## config.mk

```make
export PLATFORM = sky130hd
export DESIGN_NAME = input_ctrl
export DESIGN_NICKNAME = d
export VERILOG_FILES = /design/src/rtl/input_ctrl.sv
export SDC_FILE = /design/constraint.sdc
export NUM_CORES = 1
export LEC_CHECK = 0
export ABC_AREA = 1
export CAP_MARGIN = 20
export CORE_UTILIZATION = 30
export CTS_BUF_LIST = sky130_fd_sc_hd__clkbuf_16
export DETAILED_ROUTE_END_ITERATION = 16
export DONT_BUFFER_PORTS = 1
export PLACE_DENSITY = 0.42
export REMOVE_ABC_BUFFERS = 1
export SKIP_CTS_REPAIR_TIMING = 1
export SYNTH_ARGS = -nofsm -noshare
export SYNTH_HDL_FRONTEND = slang
export SYNTH_SLANG_ARGS = --single-unit
```

## constraint.sdc

```tcl
create_clock -name i_clk -period 4.31 [get_ports i_clk]
set_clock_uncertainty 0.15 [all_clocks]
set_input_delay 0.862 -clock i_clk [delete_from_list [all_inputs] [get_ports i_clk]]
set_output_delay 0.862 -clock i_clk [all_outputs]
set_load 0.02 [all_outputs]
```

## src/rtl/input_ctrl.sv

```systemverilog
// input_ctrl: ingress write-side controller; splits a packet stream into 64-byte blocks and queues each block for its port.
// Ports: i_data/i_vld/i_sop/i_eop/o_rdy stream in, o_alloc_req/i_alloc_* block grant, o_wr_* memory write, o_enq_*/i_enq_rdy block queue push, o_len_err/o_err pulses.
// Latency: write one cycle after accept. Backpressure: o_rdy drops while waiting for a grant (ALLOC) or an enqueue accept (ENQ).
module input_ctrl #(
    parameter int PORTNUM        = 16,
    parameter int BLK_ADDR_WIDTH = 10,
    parameter int LEN_WIDTH      = 10,
    parameter int DATA_WIDTH     = 32,
    parameter int WORDS_PER_BLK  = 16
) (
    input  logic                                             i_clk,
    input  logic                                             i_rst,
    input  logic [DATA_WIDTH-1:0]                            i_data,
    input  logic                                             i_vld,
    input  logic                                             i_sop,
    input  logic                                             i_eop,
    output logic                                             o_rdy,
    output logic                                             o_alloc_req,
    input  logic [BLK_ADDR_WIDTH-1:0]                        i_alloc_addr,
    input  logic                                             i_alloc_vld,
    output logic                                             o_wr_en,
    output logic [BLK_ADDR_WIDTH+$clog2(WORDS_PER_BLK)-1:0]  o_wr_addr,
    output logic [DATA_WIDTH-1:0]                            o_wr_data,
    output logic                                             o_enq_vld,
    input  logic                                             i_enq_rdy,
    output logic [$clog2(PORTNUM)-1:0]                       o_enq_port,
    output logic [BLK_ADDR_WIDTH-1:0]                        o_enq_blk_addr,
    output logic                                             o_enq_first,
    output logic                                             o_enq_last,
    output logic [LEN_WIDTH-1:0]                             o_enq_len,
    output logic                                             o_len_err,
    output logic                                             o_err
);

    localparam int PW = $clog2(PORTNUM);
    localparam int IW = $clog2(WORDS_PER_BLK);
    localparam int CW = LEN_WIDTH + 1;

    typedef enum logic [1:0] {
        S_IDLE  = 2'd0,
        S_ALLOC = 2'd1,
        S_WRITE = 2'd2,
        S_ENQ   = 2'd3
    } state_t;

    state_t                    r_state;
    state_t                    w_state_nxt;
    logic [BLK_ADDR_WIDTH-1:0] r_blk;
    logic [IW-1:0]             r_idx;
    logic [CW-1:0]             r_cnt;       // words accepted in this packet, saturating
    logic [PW-1:0]             r_port;
    logic [LEN_WIDTH-1:0]      r_len;
    logic                      r_first_blk; // next enqueue is the packet's first

    logic                      w_hdr_beat;
    logic [PW-1:0]             w_port;
    logic [LEN_WIDTH-1:0]      w_len;
    logic [CW-1:0]             w_exp_words;
    logic [CW-1:0]             w_cnt_inc;
    logic                      w_blk_full;

    // The header beat's fields are used directly so a one-word packet
    // (sop and eop together) enqueues with the right port and length.
    assign w_hdr_beat  = (r_cnt == '0);
    assign w_port      = w_hdr_beat ? i_data[LEN_WIDTH+PW-1:LEN_WIDTH] : r_port;
    assign w_len       = w_hdr_beat ? i_data[LEN_WIDTH-1:0] : r_len;
    assign w_exp_words = ({1'b0, w_len} + CW'(7)) >> 2;
    assign w_cnt_inc   = (r_cnt == '1) ? r_cnt : r_cnt + CW'(1);
    assign w_blk_full  = (r_idx == IW'(WORDS_PER_BLK - 1));

    always_comb begin
        w_state_nxt = r_state;
        o_rdy       = 1'b0;
        o_alloc_req = 1'b0;
        case (r_state)
            S_IDLE: begin
                // Non-sop beats are swallowed; a sop beat is left on the bus
                // until a block is available.
                o_rdy = i_vld & ~i_sop;
                if (i_vld & i_sop) w_state_nxt = S_ALLOC;
            end
            S_ALLOC: begin
                o_alloc_req = 1'b1;
                if (i_alloc_vld) w_state_nxt = S_WRITE;
            end
            S_WRITE: begin
                o_rdy = 1'b1;
                if (i_vld & (i_eop | w_blk_full)) w_state_nxt = S_ENQ;
            end
            S_ENQ: begin
                if (i_enq_rdy) w_state_nxt = o_enq_last ? S_IDLE : S_ALLOC;
            end
            default: w_state_nxt = S_IDLE;
        endcase
    end

    always_ff @(posedge i_clk) begin
        if (i_rst) begin
            r_state        <= S_IDLE;
            r_blk          <= '0;
            r_idx          <= '0;
            r_cnt          <= '0;
            r_port         <= '0;
            r_len          <= '0;
            r_first_blk    <= 1'b0;
            o_wr_en        <= 1'b0;
            o_wr_addr      <= '0;
            o_wr_data      <= '0;
            o_enq_vld      <= 1'b0;
            o_enq_port     <= '0;
            o_enq_blk_addr <= '0;
            o_enq_first    <= 1'b0;
            o_enq_last     <= 1'b0;
            o_enq_len      <= '0;
            o_len_err      <= 1'b0;
            o_err          <= 1'b0;
        end else begin
            r_state   <= w_state_nxt;
            o_wr_en   <= 1'b0;
            o_len_err <= 1'b0;
            o_err     <= 1'b0;
            case (r_state)
                S_IDLE: begin
                    r_cnt       <= '0;
                    r_first_blk <= 1'b1;
                    if (i_vld & ~i_sop) o_err <= 1'b1;
                end
                S_ALLOC: begin
                    if (i_alloc_vld) begin
                        r_blk <= i_alloc_addr;
                        r_idx <= '0;
                    end
                end
                S_WRITE: begin
                    if (i_vld) begin
                        o_wr_en   <= 1'b1;
                        o_wr_addr <= {r_blk, r_idx};
                        o_wr_data <= i_data;
                        r_idx     <= r_idx + IW'(1);
                        r_cnt     <= w_cnt_inc;
                        if (w_hdr_beat) begin
                            r_port <= w_port;
                            r_len  <= w_len;
                        end else if (i_sop) begin
                            o_err <= 1'b1;
                        end
                        if (i_eop | w_blk_full) begin
                            o_enq_vld      <= 1'b1;
                            o_enq_port     <= w_port;
                            o_enq_blk_addr <= r_blk;
                            o_enq_first    <= r_first_blk;
                            o_enq_last     <= i_eop;
                            o_enq_len      <= r_first_blk ? w_len : '0;
                            if (i_eop) o_len_err <= (w_cnt_inc != w_exp_words);
                        end
                    end
                end
                S_ENQ: begin
                    if (i_enq_rdy) begin
                        o_enq_vld      <= 1'b0;
                        o_enq_port     <= '0;
                        o_enq_blk_addr <= '0;
                        o_enq_first    <= 1'b0;
                        o_enq_last     <= 1'b0;
                        o_enq_len      <= '0;
                        r_first_blk    <= 1'b0;
                    end
                end
                default: ;
            endcase
        end
    end

endmodule

```

==> results by group <==
Clocking
  • Total CTS buffers: 17
  • CTS root buf: clkbuf_16
  • CTS tree: built
  • Clock Path Buffers: 2
  • Worst skew pair latency: 420 ps
  • CTS Sinks: 118
  • Clk slew on worst S/H paths: 60 ps
  • H-Tree Depth: 4

Yosys
  • Syn avg cell area: 7.13 um^2
  • Synth warn: 0
  • Simple-Gate Fraction of Synth Area: 26.3%
  • Number of synthesized register bits: 118
  • Cells after synthesis: 726
  • Mux contribution to synthesized area: 0%
  • Area share of the largest cell type after synthesis: 45.6%
  • Top post-synthesis cells by area: dfxtp_1 (46%), nand2_1 (11%), o21ai_0 (8.2%), nor2_1 (8.2%), a21oi_1 (6.4%)
  • Largest family of logic cells by synthesized area: simple AND/OR/NAND/NOR gates
  • Complex-gate fraction of the synthesized area: 17.2%
  • Adder-cell share of the synthesized area: 1.69%
  • Count of different cell masters after synthesis: 33
  • Post-synthesis xor/xnor area fraction: 0.676%
  • Seq/Total Area, Yosys: 45.6%
  • Cell Area, Synth: 5180 um^2
  • Synth area leader: dfxtp_1

Die
  • Core area: 16700 um^2
  • Die X-Extent: 133 um
  • Top-Level Pins: 127
  • Die Area: 17800 um^2
  • Die Y: 133 um
  • Row count: 47
  • Initial Utilization: 31.0%

STA
  • Rel. slew slack: 42.7%
  • Final hold slack: 297 ps
  • Final worst slack: 1370 ps
  • Setup TNS: 0 ps
  • Achievable Freq: 340 MHz
  • Fin crit share: 68.2%
  • Fin. max-slew vios: 0
  • Period minus WS final: 2940 ps
  • Setup violators final: 0
  • Final Hold Vio Count: 0
  • Worst slew pin tran: 859 ps
  • RSZ-0062 raised after global routing: no

Power and ir drop
  • Pwr Total: 3.74 mW
  • Peak supply drop: 0.305 mV
  • Leak pwr: 2.41 nW
  • PD cells: 631 nW/um^2

Final layout
  • Fraction of layout cells with a size suffix above 1: 9.33%
  • Final nets: 773
  • Fin util: 35.5%
  • Area Overhead vs Synth: 14.4%
  • ANT cells: 0

Route
  • DRC Markers: 0
  • DR vias: 4511
  • Final ANT Viol Nets: 0
  • Initial DRT Pass Iterations: 5
  • DRT iter0 DRCs: 185
  • Vias/cell: 4.75
  • DR WL/cell: 15.2 um
  • WL final: 14400 um

Worst hold path
  • Worst hold stages: 2
  • Worst hold path type: reg2reg
  • Hold path startpoint: r_len[5]
  • Hold Path End: r_len[5]

Worst setup path
  • Crit path from: r_cnt[1]
  • Crit end category: flop
  • Arr. time, crit path: 3100 ps
  • Kind of start point of the critical path: flop
  • Worst reg2reg path depth: 19
  • FF-to-FF setup slack: 1370 ps
  • FF-to-FF Start: r_cnt[1]
  • Worst R2R End: o_len_err
  • Worst-path fanout max: 22
  • CP required: 4470 ps
  • Crit Path Category: reg2reg

Place
  • Dpl ws: 1400 ps
  • GPL Wtd Cong: 0.795
  • DP HPWL: 9770 um
  • IO buf count: 0

Global routing
  • GRT Total Usage: 17.1%
  • Initial antenna violation count: 0
  • First-pass GRT wire length: 23400 um
  • Largest net degree at the start of global routing: 60
  • Vias in the first global route: 4371
  • Grt total ovfl: 0

Job
  • Max-cap violations: 0

Status
  • Status: complete, no violations
flip-flops by register name (all words and copies together) (netlist names), 2 cells and up:
signal          count
o_enq_blk_addr     10
o_enq_len          10
o_enq_port          4
o_wr_addr          14
o_wr_data          32
r_blk              10
r_cnt              11
r_idx               4
r_len              10
r_port              4
r_state             2
synth_stat cells:
cell type / instances
ha_1: 7
a211oi_1: 3
nand2_2: 15
a21oi_1: 66
nand2_1: 148
o21ai_2: 3
nor2_2: 3
clkinv_1: 2
a32o_1: 2
nand4_1: 5
inv_1: 69
o211ai_2: 1
buf_6: 1
a31oi_1: 1
o21ai_0: 85
buf_2: 3
xor2_1: 4
dfxtp_1: 118
or2_2: 2
o22ai_1: 4
nand3_4: 1
nand3_1: 30
clkbuf_1: 26
a221oi_1: 1
nor3_4: 1
buf_8: 1
o31ai_1: 1
inv_2: 4
nor2_1: 113
o21bai_1: 1
nor2_4: 2
nand3_2: 2
buf_12: 1
power breakdown:
part | internal, mW | switching (mW) | total, mW
combinational | 0.218 | 0.492 | 0.710
sequential | 1.30 | 0.309 | 1.61
clock | 0.898 | 0.522 | 1.42
total | 2.42 | 1.32 | 3.74
layer usage:
metal | wire [um] | GRT usage [%] | up-vias
met1 | 6600 | 21.2 | 2058
met3 | 1280 | 7.08 | 20
met5 | 0 | 0 | -
met2 | 6310 | 26.2 | 118
met4 | 249 | 7.26 | 0
li1 | - | - | 2315
critical path, stage by stage, from the launching register on:
cell and delay, ps:
dfxtp_1 330, inv_1 100, ha_1 150, inv_1 40, nor2_1 110, nand2_2 100
nor2_4 510, nand2_1 170, nand2_1 240, nand3_4 150, nand2_1 130, nand2_1 70
nand2_1 60, nand2_1 40, nor2_1 110, nand2_1 60, nor2_1 80, nand3_1 80
nand2_1 90, inv_1 40
final cells by class:
type / instances / area (um^2)
clock buffer: 17 / 425
clock inverter: 14 / 160
fill: 1784 / 10800
inverter: 75 / 282
multi-input combinational: 501 / 2380
sequential: 118 / 2360
tap: 220 / 275
timing repair buffer: 4 / 42.5
metrics by stage:
step	cells	instance area [um^2]
after global placement	917	5320
after CTS	949	5920
after floorplan	694	5020
after detailed placement	918	5340
after global routing	949	5920
final	949	5920
logic make-up (layout without fill, tap and decap cells):
logic type	Yosys count	count (layout)
xor+xnor	4	4
buf+inv	107	110
flops	118	118
simple gates	322	322
compound gates	168	168
fa+ha+maj	7	7
how the worst max path moves through the flow:
stage	endpoint	slack, ps	cells past startpoint
finish	o_len_err	1370	19
global route	r_len[1]	1070	7
CTS	o_len_err	1360	19
detailed placement	r_port[2]	1400	7
global placement	o_len_err	1460	19
floorplan	r_cnt[1]	720	5
layout by cell type (no fill, tap or decap), drive strengths merged:
cell type  instances
dfxtp            118
buf                4
a31oi              1
clkinvlp           3
nor2             118
a221oi             1
o22ai              4
a32o               2
nand4              5
clkinv             7
xor2               4
o21ai             88
o31ai              1
a211oi             3
nand2            163
inv               76
nor3               1
clkbuf            17
bufinv             3
o21bai             1
or2                2
ha                 7
o211ai             1
a21oi             66
nand3             33
Note: power is estimated with default switching activity, not from simulation.
==> edit: new RTL, same settings <==
Change the parameter `BLK_ADDR_WIDTH` from 10 to 11.
--- a/src/rtl/input_ctrl.sv
+++ b/src/rtl/input_ctrl.sv
@@ -5,3 +5,3 @@
     parameter int PORTNUM        = 16,
-    parameter int BLK_ADDR_WIDTH = 10,
+    parameter int BLK_ADDR_WIDTH = 11,
     parameter int LEN_WIDTH      = 10,
Interface: changed (resized i_alloc_addr, o_enq_blk_addr and o_wr_addr); port bits go from 127 to 130. No check against the original RTL was run, so the function may have changed too.
==> edit against the original RTL <==
  * Sequential cell count increased by 3
  * Synthesized area increased by 2.6%
  * Sequential share of layout area decreased by 0.087 points
  * Wire length grew 4.0%
  * Worst setup slack improved by 0.19 ns
  * Power is 4.8% higher
  * Global-route usage up 0.25 points
  * Final area up 2.8%
  * Combinational power up 27%
  * Largest cell class unchanged
==> edit: results (changes against the original RTL) <==
The run finished with clean final reports. The tools report the post-synthesis cell type count as 31 (-6.1%). The startpoint identified for the worst register-to-register timing path is r_state[0]$_SDFFE_PP0P_.

For the combined flip-flop and latch cell area, the log shows 0.002422 mm² (+2.5%). The largest fanout on the critical path was 29 (+32%); the pin count of the biggest net entering global routing was 61 (+1.7%). In this run the most critical hold path is launched from r_port[0]$_SDFFE_PP0P_. The estimated wirelength of the detail-placed design was 10.58 mm (+8.3%); the average detailed-routed wire length per instance was 15.45 µm (+1.6%).

The filler cell count was 1868 (+4.7%). The largest registers in the layout are o_wr_data: 32 flops, o_wr_addr: 15 flops. The detailed route wirelength on metal3 is 1.215 mm (-5.0%). The via density per instance came out at 4.787 (+0.71%).

For the area taken by multi-input logic gates, the log shows 0.002479 mm² (+4.3%). Counting instances in the post-synthesis netlist gives the leading cell types as nand2_1 (152), dfxtp_1 (121), nor2_1 (116). The worst register-to-register path ends at o_enq_len[1]$_SDFFE_PP0P_. The violation count after the first detailed-route iteration was 198 (+7.0%); the number of flip-flops and latches was 121 (+2.5%). The clock network contribution to total cell area is 0.09762 (-0.001222). The non-clock buffer area fraction after layout is 0.006165 (-0.001015).

In the post-synthesis netlist, the biggest area contributors are dfxtp_1 (46%), nand2_1 (11%), nor2_1 (8.2%). The slowest stage of the critical path is the dfxtp_1 cell. The count of inverters not on the clock network in the layout was 73 (-2.7%); the count of buffers not belonging to the clock network in the layout was 5 (+1). For the combinational group share of total power, the log shows 0.229 (+0.039). The actual transition at the worst max-transition pin works out to 0.6545 ns (-0.2045 ns). Fraction of the mapped netlist area in compound gates: 0.1599 (-0.01234).

The run gives 0.2775 (+0.01563) as the met2 track demand over resource. Family with the most delay on the worst path: buffers and inverters. The power dissipated by switching net loads is 1.475 mW (+11%). The worst hold path terminates at r_port[0]$_SDFFE_PP0P_. The tools report the cell area reported after detailed placement as 0.005494 mm² (+2.9%). The run gives 2.95 ns (-0.15 ns) as the data arrival time of the critical path. The longest individual stage delay on the worst path came out at 0.39 ns (-0.12 ns).
[edit: cell count changes in the layout (fill, tap and decap cells not counted), moves of 3 or more]
cell      change
clkinv_4      +4
dfxtp_1       +3
inv_1         -4
nand2_1       +4
nand2_2       -7
nand3_1       +3
nand4_1       +3
nor2_1        +3
nor2_2        +3
nor3_1        +4
o21ai_0       -3
o21ai_2       -3
xor2_1        +4
[edit: per-stage QoR]
step | std cells | hold WS [ns] | utilization | setup WS (ns) | power [mW]
2_1_floorplan | 710 | 0.2756 | - | 1.027 | 2.236
3_3_place_gp | 940 | 0.2815 | 0.3176 | 1.502 | 2.520
5_1_grt | 972 | 0.3117 | 0.3520 | 1.237 | 4.183
3_5_place_dp | 940 | 0.2892 | 0.3176 | 1.520 | 2.545
4_1_cts | 972 | 0.2971 | 0.3520 | 1.507 | 3.988
6_report | 972 | 0.2964 | 0.3520 | 1.558 | 3.919
